$ cat config.mk
export PLATFORM = sky130hd
export DESIGN_NAME = fifo_sync_ctl
export DESIGN_NICKNAME = d
export VERILOG_FILES = /design/src/rtl/fifo_sync_ctl_pkg.sv /design/src/rtl/fifo_sync_ctl_ram.sv /design/src/rtl/fifo_sync_ctl.sv
export SDC_FILE = /design/constraint.sdc
export NUM_CORES = 1
export LEC_CHECK = 0
export CAP_MARGIN = 15
export CORE_MARGIN = 4
export CORE_UTILIZATION = 49
export CTS_CLUSTER_DIAMETER = 100
export DETAILED_ROUTE_END_ITERATION = 6
export GPL_ROUTABILITY_DRIVEN = 0
export HOLD_SLACK_MARGIN = 0.15
export PLACE_DENSITY = 0.77
export SETUP_SLACK_MARGIN = 0.3
export SLEW_MARGIN = 15
export SYNTH_ARGS = -nofsm -noshare
export SYNTH_HDL_FRONTEND = slang
export SYNTH_HIERARCHICAL = 1
export SYNTH_SLANG_ARGS = --single-unit
$ cat constraint.sdc
create_clock -name clk -period 12.58 [get_ports clk]
set_input_delay 1.887 -clock clk [delete_from_list [all_inputs] [get_ports clk]]
set_output_delay 1.887 -clock clk [all_outputs]
set_load 0.005 [all_outputs]
$ cat src/rtl/fifo_sync_ctl_pkg.sv
// fifo_sync_ctl_pkg: width helpers and parameter checks shared by the FIFO and its users
package fifo_sync_ctl_pkg;

    function automatic int fifo_ptr_w(input int depth);
        return (depth > 1) ? $clog2(depth) : 1;
    endfunction

    function automatic int fifo_lvl_w(input int depth);
        return fifo_ptr_w(depth) + 1;
    endfunction

    function automatic bit is_pow2(input int v);
        return (v > 0) && ((v & (v - 1)) == 0);
    endfunction

endpackage

$ cat src/rtl/fifo_sync_ctl_ram.sv
// fifo_sync_ctl_ram: WIDTH x DEPTH storage, synchronous write, asynchronous read, no reset
module fifo_sync_ctl_ram
    import fifo_sync_ctl_pkg::*;
#(
    parameter int WIDTH = 32,
    parameter int DEPTH = 16,
    parameter int AW    = fifo_ptr_w(DEPTH)
) (
    input  logic             clk,
    input  logic             we_i,
    input  logic [AW-1:0]    waddr_i,
    input  logic [WIDTH-1:0] wdata_i,
    input  logic [AW-1:0]    raddr_i,
    output logic [WIDTH-1:0] rdata_o
);
    logic [WIDTH-1:0] mem [DEPTH];

    // write port; contents are deliberately left unreset
    always_ff @(posedge clk) begin
        if (we_i) mem[waddr_i] <= wdata_i;
    end

    assign rdata_o = mem[raddr_i];
endmodule

$ cat src/rtl/fifo_sync_ctl.sv
// fifo_sync_ctl: synchronous FIFO with FWFT/registered read, thresholds, flush and sticky error flags
module fifo_sync_ctl
    import fifo_sync_ctl_pkg::*;
#(
    parameter int WIDTH        = 32,
    parameter int DEPTH        = 16,
    parameter int FWFT         = 0,
    parameter int AFULL_LEVEL  = 12,
    parameter int AEMPTY_LEVEL = 4
) (
    input  logic                          clk,
    input  logic                          reset,
    input  logic                          flush_i,
    input  logic                          wr_en_i,
    input  logic [WIDTH-1:0]              wr_data_i,
    output logic                          full_o,
    output logic                          almost_full_o,
    input  logic                          rd_en_i,
    output logic [WIDTH-1:0]              rd_data_o,
    output logic                          rd_valid_o,
    output logic                          empty_o,
    output logic                          almost_empty_o,
    output logic [fifo_lvl_w(DEPTH)-1:0]  level_o,
    output logic [fifo_lvl_w(DEPTH)-1:0]  free_o,
    output logic                          ovf_o,
    output logic                          udf_o,
    input  logic                          clr_err_i
);
    localparam int PW = fifo_ptr_w(DEPTH);
    localparam int LW = fifo_lvl_w(DEPTH);
    localparam logic [LW-1:0] DEPTH_L = LW'(DEPTH);
    localparam logic [LW-1:0] AF_L    = LW'(AFULL_LEVEL);
    localparam logic [LW-1:0] AE_L    = LW'(AEMPTY_LEVEL);

    if (DEPTH < 2 || !is_pow2(DEPTH)) begin : g_bad_depth
        $error("fifo_sync_ctl: DEPTH must be a power of two >= 2");
    end
    if (AFULL_LEVEL < 1 || AFULL_LEVEL > DEPTH) begin : g_bad_af
        $error("fifo_sync_ctl: AFULL_LEVEL out of range");
    end
    if (AEMPTY_LEVEL < 0 || AEMPTY_LEVEL > DEPTH - 1) begin : g_bad_ae
        $error("fifo_sync_ctl: AEMPTY_LEVEL out of range");
    end

    logic [PW-1:0]    wr_ptr_q, wr_ptr_d, rd_ptr_q, rd_ptr_d;
    logic [LW-1:0]    level_q, level_d;
    logic [WIDTH-1:0] rd_data_q, rd_data_d, ram_rdata;
    logic             rd_valid_q, rd_valid_d, ovf_q, ovf_d, udf_q, udf_d;
    logic             empty, full, rd_acc, wr_acc, do_rd, do_wr;

    fifo_sync_ctl_ram #(.WIDTH(WIDTH), .DEPTH(DEPTH), .AW(PW)) u_ram (
        .clk     (clk),
        .we_i    (do_wr),
        .waddr_i (wr_ptr_q),
        .wdata_i (wr_data_i),
        .raddr_i (rd_ptr_q),
        .rdata_o (ram_rdata)
    );

    // accept logic; flush suppresses both sides and the error sets of that cycle
    always_comb begin
        empty      = level_q == '0;
        full       = level_q == DEPTH_L;
        rd_acc     = rd_en_i & ~empty;
        wr_acc     = wr_en_i & (~full | rd_acc);
        do_rd      = rd_acc & ~flush_i;
        do_wr      = wr_acc & ~flush_i;
        wr_ptr_d   = flush_i ? '0 : wr_ptr_q + PW'(do_wr);
        rd_ptr_d   = flush_i ? '0 : rd_ptr_q + PW'(do_rd);
        level_d    = flush_i ? '0 : level_q + LW'(do_wr) - LW'(do_rd);
        rd_valid_d = do_rd;
        rd_data_d  = do_rd ? ram_rdata : rd_data_q;
        ovf_d      = (wr_en_i & ~wr_acc & ~flush_i) | (ovf_q & ~clr_err_i);
        udf_d      = (rd_en_i & empty & ~flush_i) | (udf_q & ~clr_err_i);
    end

    // state registers; memory is not part of the reset domain
    always_ff @(posedge clk) begin
        if (reset) begin
            wr_ptr_q   <= '0;
            rd_ptr_q   <= '0;
            level_q    <= '0;
            rd_data_q  <= '0;
            rd_valid_q <= 1'b0;
            ovf_q      <= 1'b0;
            udf_q      <= 1'b0;
        end else begin
            wr_ptr_q   <= wr_ptr_d;
            rd_ptr_q   <= rd_ptr_d;
            level_q    <= level_d;
            rd_data_q  <= rd_data_d;
            rd_valid_q <= rd_valid_d;
            ovf_q      <= ovf_d;
            udf_q      <= udf_d;
        end
    end

    assign full_o         = full;
    assign empty_o        = empty;
    assign almost_full_o  = level_q >= AF_L;
    assign almost_empty_o = level_q <= AE_L;
    assign level_o        = level_q;
    assign free_o         = DEPTH_L - level_q;
    assign ovf_o          = ovf_q;
    assign udf_o          = udf_q;
    assign rd_data_o      = (FWFT != 0) ? ram_rdata : rd_data_q;
    assign rd_valid_o     = (FWFT != 0) ? ~empty : rd_valid_q;
endmodule
Word-level counts from Yosys, hierarchy flattened
Memory sizes are Yosys's and may differ from the RTL's. A register that Yosys moved wholly into a read port is not among the register bits.
Index checks and enable logic that the tools add are counted.
Word-level totals
  bits in registers: 16
  bits in latches: 0
  bits in writable memories: 512
  memory bits (read-only): 0
  output and inout port bits: 49
  logic and storage cells: 37
  memories: 1
Memories
  u_ram.mem: words 16, width 32, read ports 1, clocked after Yosys merged registers in 1, write ports 1, RTL line fifo_sync_ctl_ram.sv:16  | logic [WIDTH-1:0] mem [DEPTH];
Cells by class
  $add $sub $neg: 5
  multiply operators: 0
  divide/modulo/power cells: 0
  $lt $le $gt $ge: 2
  eq/ne operators: 1
  shift operators: 0
  muxes and demuxes: 2
  bitwise gates (word level): 18
  reductions and logical operators: 2
Operator list (count)
  bitwise AND 1 bit: 10
  adder 4 x 1 -> 4 bit: 2
  adder 5 x 1 -> 5 bit: 1
  equality test 5 bit, second input constant: 1
  >= comparator 5 x 4 -> 1 bit, second input constant: 1
  less-or-equal comparator 5 x 3 -> 1 bit, second input constant: 1
  zero test 5 bit: 1
  NOT 1 bit: 5
  subtractor 5 x 1 -> 5 bit: 1
  subtractor 5 bit, first input constant: 1
  bitwise OR 1 bit: 3
  2-to-1 mux 1 bit: 2
  OR reduction 2 bit: 1

Longest topological paths before layout
Gate-level depths: netlist of run 1.
  depth in word-level cells: 9
  mapped depth: 16

Cells and area by module
Netlist of run 1, hierarchy kept.
Modules (own cells, without submodules)
  fifo_sync_ctl_ram: instances 1, cells each 806, area an instance 19213.4 µm², sequential area each 15374.7 µm²
  fifo_sync_ctl: instances 1, cells each 238, area an instance 2102.0 µm², sequential area each 960.9 µm²

Worst setup path before layout of run 1
No wires, ideal clock.
  path kind: input port to flip-flop
  start point: input wr_en_i
  end point: memory u_ram.mem[0][0], enable pin
  setup time: 0.461 ns
  data arrival time: 4.965 ns
  required time: 12.119 ns
  setup slack: 7.154 ns
  stages on the path: 4
  path buffers: 0
  cell sequence: nor2b_1 -> and2_1 -> or3b_2 -> nor3_1
On the way
  cells in the longest elaborated chain, start to end: 4
Ends and longest elaborated chain
  start: declaration: RTL line fifo_sync_ctl.sv:14  | input logic wr_en_i,
  bitwise AND 1 bit: RTL line fifo_sync_ctl.sv:65  | wr_acc = wr_en_i & (~full | rd_acc);
  bitwise AND 1 bit: RTL line fifo_sync_ctl.sv:67  | do_wr = wr_acc & ~flush_i;
  named net do_wr: RTL line fifo_sync_ctl.sv:49  | logic empty, full, rd_acc, wr_acc, do_rd, do_wr;
  2-to-1 mux 1 bit: RTL line fifo_sync_ctl_ram.sv:20  | if (we_i) mem[waddr_i] <= wdata_i;
  2-to-1 mux 1 bit (not written as such): RTL line fifo_sync_ctl_ram.sv:20
  end: declaration: RTL line fifo_sync_ctl_ram.sv:16
The timed path passes the listed nets, and every way through them passes these cells.

Final worst setup path of run 1
  start point: input flush_i
  end point: register level_q[4], in the netlist level_o[4]
On the way
  cells in the longest elaborated chain, start to end: 4
Ends and longest elaborated chain
  start: declaration: RTL line fifo_sync_ctl.sv:13  | input logic flush_i,
  NOT 1 bit: RTL line fifo_sync_ctl.sv:66, fifo_sync_ctl.sv:67
  bitwise AND 1 bit: RTL line fifo_sync_ctl.sv:67
  adder 5 x 1 -> 5 bit: RTL line fifo_sync_ctl.sv:70  | level_d = flush_i ? '0 : level_q + LW'(do_wr) - LW'(do_rd);
  subtractor 5 x 1 -> 5 bit: RTL line fifo_sync_ctl.sv:70
  end signal: assignment: RTL line fifo_sync_ctl.sv:90  | level_q <= level_d;
  end: declaration: RTL line fifo_sync_ctl.sv:46  | logic [LW-1:0] level_q, level_d;
Parallel ways exist; a longest one is shown, timed or not.
A chain may end at the register's enable or synchronous reset.

==> results of run 1 <==
[logic make-up after synthesis]
family	Yosys count	share of synthesized area
xor+xnor	7	0.00288
flops	560	0.766
mux	129	0.136
simple gates	156	0.0311
buf+inv	68	0.0172
fa+ha+maj	19	0.0115
compound gates	105	0.0353
[state kept, by name (all words and copies together) (netlist names)]
signal      cells
u_ram/mem     512
rd_data_o      32
level_o         5
rd_ptr_q        4
wr_ptr_q        4
ovf_o           1
rd_valid_o      1
udf_o           1
[routing by layer]
layer  GRT usage  wire (microns)
met2       0.316           22100
met4      0.0629            1230
met3      0.0355            3280
met1       0.265           18000
met5           0              13
[power breakdown]
| part | leakage [nW] | internal [mW] | total [mW] | switching (mW) |
|---|---|---|---|---|
| logic | 1.69 | 0.0739 | 0.157 | 0.0827 |
| clock network | 0.793 | 0.853 | 1.50 | 0.644 |
| registers | 5.00 | 2.05 | 2.06 | 0.0124 |
[cell usage after synthesis, drive strengths merged (8+ instances only)]
cell type,n
edfxtp,512
buf,34
dfxtp,48
ha,18
and2,8
a21oi,35
nand2,102
inv,11
mux4,128
a22oi,64
nor2,23
clkbuf,22
[worst paths after layout]
check,to,from,slack (ns)
worst max register to register,level_o[4]$_SDFF_PP0_,level_o[1]$_SDFF_PP0_,8.60
worst min-delay path,rd_data_o[27]$_SDFFE_PP0P_,rd_data_o[27]$_SDFFE_PP0P_,0.46
worst min register to register,rd_data_o[27]$_SDFFE_PP0P_,rd_data_o[27]$_SDFFE_PP0P_,0.46
worst max-delay path,level_o[4]$_SDFF_PP0_,flush_i,7.93
[cells in the final DEF (no fill, tap or decap), types with 2 or more instances in the layout]
master / instances
clkbuf_1: 20
clkinv_1: 8
nand2b_1: 3
nor2b_4: 2
clkinv_2: 5
nand3b_1: 2
dfxtp_1: 46
edfxtp_1: 512
mux4_2: 128
inv_6: 2
or3b_2: 2
clkbuf_8: 5
clkbuf_16: 55
buf_4: 21
nand2_1: 102
nor2_1: 10
inv_1: 11
a21oi_1: 22
a21oi_2: 13
ha_1: 18
nor3_2: 4
nor2_4: 13
a32oi_1: 2
nand3_1: 3
and2_1: 8
clkdlybuf4s50_1: 85
nor2b_1: 3
a22oi_1: 64
xnor2_1: 5
dfxtp_4: 2
clkinvlp_4: 2
xor2_1: 2
[critical path, stage by stage]
cell             delay, ns
clkdlybuf4s50_1       0.57
or3b_2                0.15
buf_4                 0.44
clkinv_4              0.44
ha_1                  0.43
inv_1                 0.05
ha_1                  0.19
inv_1                 0.07
fa_1                  0.21
nor3_1                0.08
or4_1                 0.47
a21oi_1               0.15
[final cells by class]
type | instances | area [sq um] | share of cell area
tap | 585 | 732 | 0.0298
multi-input combinational | 416 | 4750 | 0.193
sequential | 560 | 16300 | 0.666
timing repair buffer | 108 | 1030 | 0.0421
clock inverter | 18 | 118 | 0.00479
clock buffer | 80 | 1520 | 0.0619
inverter | 12 | 50.0 | 0.00204
==> flow_summary_export.csv, run 1 <==
group,metric,value,unit
timing,finalMaxSlewViolations,0,
logic_synthesis,yosysSeqAreaShare,0.766,
timing,worst_pin_slew,1.14,ns
timing,finalSetupTns,0,ns
place,io_buffers,86,
global_route,grt.total_usage,0.192,
timing,period_share,0.369,
hold_path,hp-class,"reg2reg",
timing,holdWs,0.456,ns
floorplan,start_util,0.495,
routing,vias,10500,
global_route,grt_pass1_vias,11100,
cells_and_area,final_util,0.570,
place,post-place-ws,7.41,ns
cells_and_area,antennaDiodeCount,0,
floorplan,dieHeight,217,microns
hold_path,min_path_cells,2,
clock_network,post_cts_resized,0,
routing,route.detailed.drc,0,
power,irDropWorstVdd,97.3,uV
run_status,outcome,"finished, final reports clean",
power,power.leakage,7.49,nW
logic_synthesis,synth-edff-count,512,
routing,drt_iter0_drc,1114,
timing,rsz0062_at_grt,"no",
logic_synthesis,synthesis.instances,1044,
routing,drt_wl_total,44600,microns
logic_synthesis,avgSynthCellArea,20.4,sq um
job,cap_violations,0,
worst_setup_path,critical_path_class,"in2reg",
clock_network,cts_made_buffers,53,
timing,hold_viol_final,0,
place,dp_hpwl,24100,microns
routing,viasPerCell,5.92,
timing,maxSlewHeadroom,0.237,
clock_network,insertion_delay,0.58,ns
cells_and_area,fin_area,0.0245,sq mm
logic_synthesis,netlist_top_cells_area,"edfxtp_1, mux4_2, dfxtp_1",
timing,setup_slack,7.93,ns
global_route,grt_first_pass_wirelength,68200,microns
logic_synthesis,syn_nets,1101,
worst_setup_path,endpoint_kind,"flip-flop",
clock_network,postCtsHoldBufs,0,
place,placed_cells,1680,
routing,wire_per_inst,25.1,microns
logic_synthesis,ys_warn_count,6,
floorplan,die_area,0.0469,sq mm
cells_and_area,fin_cells,1779,
cells_and_area,layout.nets,1208,
clock_network,post_cts_buffers,0,
place,place_area,0.0229,sq mm
logic_synthesis,synth_top_area_share,0.721,
clock_network,cts_root_buf,"clkbuf_16",
cells_and_area,syn_to_final_growth,15.1,%
worst_setup_path,cp-start-kind,"input port",
routing,ant_nets,0,
logic_synthesis,synth_cell_types,37,
logic_synthesis,ys.flop_type,"edfxtp_1",
floorplan,die_x,217,microns
clock_network,clkSinkCount,560,
timing,setup_viol,0,
clock_network,cts_tree,"yes",
logic_synthesis,syn-cell-area,0.0213,sq mm
global_route,grt_overflow,0,
clock_network,cts.reportedPaths.clkPinSlew,0.06,ns
cells_and_area,fillCellCount,3083,
power,power.total,3.71,mW
timing,fmax,215,MHz
timing,fin_skew,0.0151,ns
timing,finalCriticalPeriod,4.65,ns
floorplan,ios,87,
worst_setup_path,worstRegToRegCells,15,
logic_synthesis,async_flop_share,0,
floorplan,core_region_area,0.0431,sq mm
worst_setup_path,cp.required,13.10,ns
worst_setup_path,cp_max_fo,34,
floorplan,rows,76,
clock_network,htreeDepth,2,
global_route,grt_max_degree,68,
worst_setup_path,critPathArrivalTime,5.16,ns
cells_and_area,drive_above_1_share,0.217,
logic_synthesis,yosysTopAreaCell,"edfxtp_1",
logic_synthesis,ys_seq_elements,560,
power,powerDensity,151,mW/mm^2
routing,firstDrtPassIters,7,
global_route,antenna_found_initial,1,
clock_network,clock_tree.buffer_depth,3,
Power figures use the tool's default switching activity.
==> inputs of run 2 (changes only) <==
- clock period: 12.58 -> 4.5 ns (I/O delays scaled with it)
==> run 2 against run 1 <==
  * Combinational power rose to 2.9 times the previous value
  * Highest routed layer is now met4
  * Wire length up 3.5%
  * Cell count up 0.45%
  * Clock power increased to 3.0 times the previous value
  * Via count hardly changed
  * Utilization grew 0.63 points
  * Largest power group unchanged
  * Non-clock buffer count up 11
  * Critical path type is now reg2reg
  * Die area is the same
==> flow_summary_export.csv, run 2 (same netlist as run 1, synthesis figures left out) <==
group,metric,value,unit
clock_network,cts_made_buffers,51,
global_route,grt_pass1_vias,11100,
worst_setup_path,cp_common_cell,"ha_1",
global_route,grt_max_degree,55,
hold_path,hp-class,"reg2reg",
cells_and_area,final_common_cell,"edfxtp_1",
cells_and_area,fin_cells,1787,
worst_setup_path,r2r-start,"level_o[1]$_SDFF_PP0_",
worst_setup_path,cp-start-kind,"flip-flop",
timing,maxSlewHeadroom,0.258,
timing,finalMaxSlewViolations,0,
hold_path,hp-start,"rd_data_o[30]$_SDFFE_PP0P_",
clock_network,clkSinkCount,560,
floorplan,die_area,0.0469,sq mm
cells_and_area,largest_register_ff_count,512,
timing,hold_viol_final,0,
routing,vias,10500,
routing,drt_wl_total,46200,microns
power,power.leakage,7.60,nW
worst_setup_path,cp_max_fo,34,
routing,ant_nets,0,
cells_and_area,regArea,0.0163,sq mm
clock_network,cts_root_buf,"clkbuf_16",
place,dp_hpwl,25900,microns
place,placed_cells,1692,
timing,finalSetupTns,0,ns
floorplan,die_x,217,microns
clock_network,htreeDepth,2,
power,irDropWorstVdd,283,uV
worst_setup_path,critPathArrivalTime,4.03,ns
global_route,antenna_found_initial,0,
power,powerDensity,429,mW/mm^2
timing,finalCriticalPeriod,3.56,ns
floorplan,core_region_area,0.0431,sq mm
worst_setup_path,cp_slowest_cell,"or3b_2",
floorplan,dieHeight,217,microns
clock_network,post_cts_resized,0,
cells_and_area,final_cell_mix,"edfxtp_1, mux4_2, nand2_1",
clock_network,postCtsHoldBufs,0,
floorplan,start_util,0.495,
routing,viasPerCell,5.89,
worst_setup_path,endpoint_kind,"flip-flop",
routing,route.detailed.drc,0,
worst_setup_path,cp-startpoint,"level_o[1]$_SDFF_PP0_",
routing,drt_iter0_drc,1219,
run_status,outcome,"finished, final reports clean",
timing,fin_skew,0.0107,ns
timing,rsz0062_at_grt,"no",
routing,wire_per_inst,25.9,microns
cells_and_area,layout.nets,1217,
timing,fmax,281,MHz
worst_setup_path,cp.required,4.97,ns
worst_setup_path,path_cells,"inv_1 > ha_1 > and2_1 > ha_1 > or3b_2 > clkinv_4 > ha_1 > inv_1 > ha_1 > inv_1 > fa_1 > nor3_1 > or4_1 > a21oi_1",
clock_network,post_cts_buffers,0,
clock_network,clock_tree.buffer_depth,3,
timing,setup_viol,0,
cells_and_area,drive_above_1_share,0.232,
floorplan,rows,76,
place,io_buffers,86,
worst_setup_path,slowest_delay,0.53,ns
global_route,grt_overflow,0,
cells_and_area,antennaDiodeCount,0,
global_route,grt_first_pass_wirelength,70300,microns
clock_network,cts_tree,"yes",
clock_network,cts.reportedPaths.clkPinSlew,0.06,ns
clock_network,insertion_delay,0.59,ns
routing,firstDrtPassIters,5,
cells_and_area,multiInputGateArea,0.00477,sq mm
cells_and_area,fillCellCount,3021,
cells_and_area,syn_to_final_growth,16.4,%
global_route,grt.total_usage,0.200,
floorplan,ios,87,
job,cap_violations,0,
cells_and_area,regMostFlops,"u_ram/mem",
timing,period_share,0.792,
worst_setup_path,critical_path_class,"reg2reg",
timing,worst_pin_slew,1.11,ns
[run 2: cell count changes in the layout (fill, tap and decap cells not counted), sizes merged]
| cell | previous run | this run |
|---|---|---|
| buf | 23 | 34 |
| inv | 13 | 12 |
| clkbuf | 80 | 73 |
| bufinv | 1 | 5 |
| clkinvlp | 2 | 3 |
[run 2: per-stage QoR]
stage          total power, mW  area [sq um]  utilization  worst slack (ns)  hold slack [ns]
6_report                  10.6         24800        0.576             0.938            0.454
5_1_grt                   11.0         24800        0.576             0.651            0.480
4_1_cts                   10.7         24800        0.576             0.916            0.455
3_5_place_dp              6.32         23100        0.536             0.951            0.447
3_3_place_gp              6.31         23100        0.536             0.987            0.443
2_1_floorplan             6.08         21300            -             0.674            0.453
[run 2: cell type report]
type | instances | share of cell area
flip-flops and latches | 560 | 0.659
multi-input cells | 416 | 0.192
clock buffers | 73 | 0.0601
repair buffers | 119 | 0.0475
well taps | 585 | 0.0295
clock inverters | 22 | 0.00998
inverters | 12 | 0.00202
[run 2: worst paths after layout]
| path | cells after the start | to | slack [ns] |
|---|---|---|---|
| worst max-delay path | 14 | level_o[4]$_SDFF_PP0_ | 0.94 |
| worst min-delay path | 2 | rd_data_o[30]$_SDFFE_PP0P_ | 0.45 |
| worst max register to register | 14 | level_o[4]$_SDFF_PP0_ | 0.94 |
| worst min register to register | 2 | rd_data_o[30]$_SDFFE_PP0P_ | 0.45 |
[run 2: per-layer routing]
layer  routed length [microns]  part of all wire  GRT usage
met5                         0                 0          0
met4                      1190             0.026     0.0640
met3                      3380             0.073     0.0377
met2                     23300              0.50      0.333
met1                     18300              0.40      0.271
[run 2: report_power, final]
| part | internal (mW) | switching (mW) |
|---|---|---|
| sequential | 5.72 | 0.0293 |
| clock | 2.60 | 1.83 |
| combinational | 0.214 | 0.247 |
| total | 8.53 | 2.11 |
[run 2: critical path, delay by kind of cell, from the launching register on]
| kind | cells | cell delay, ns |
|---|---|---|
| fa+ha+maj | 5 | 1.34 |
| compound gates | 1 | 0.06 |
| buf+inv | 4 | 0.53 |
| flops | 1 | 0.42 |
| simple gates | 4 | 1.10 |
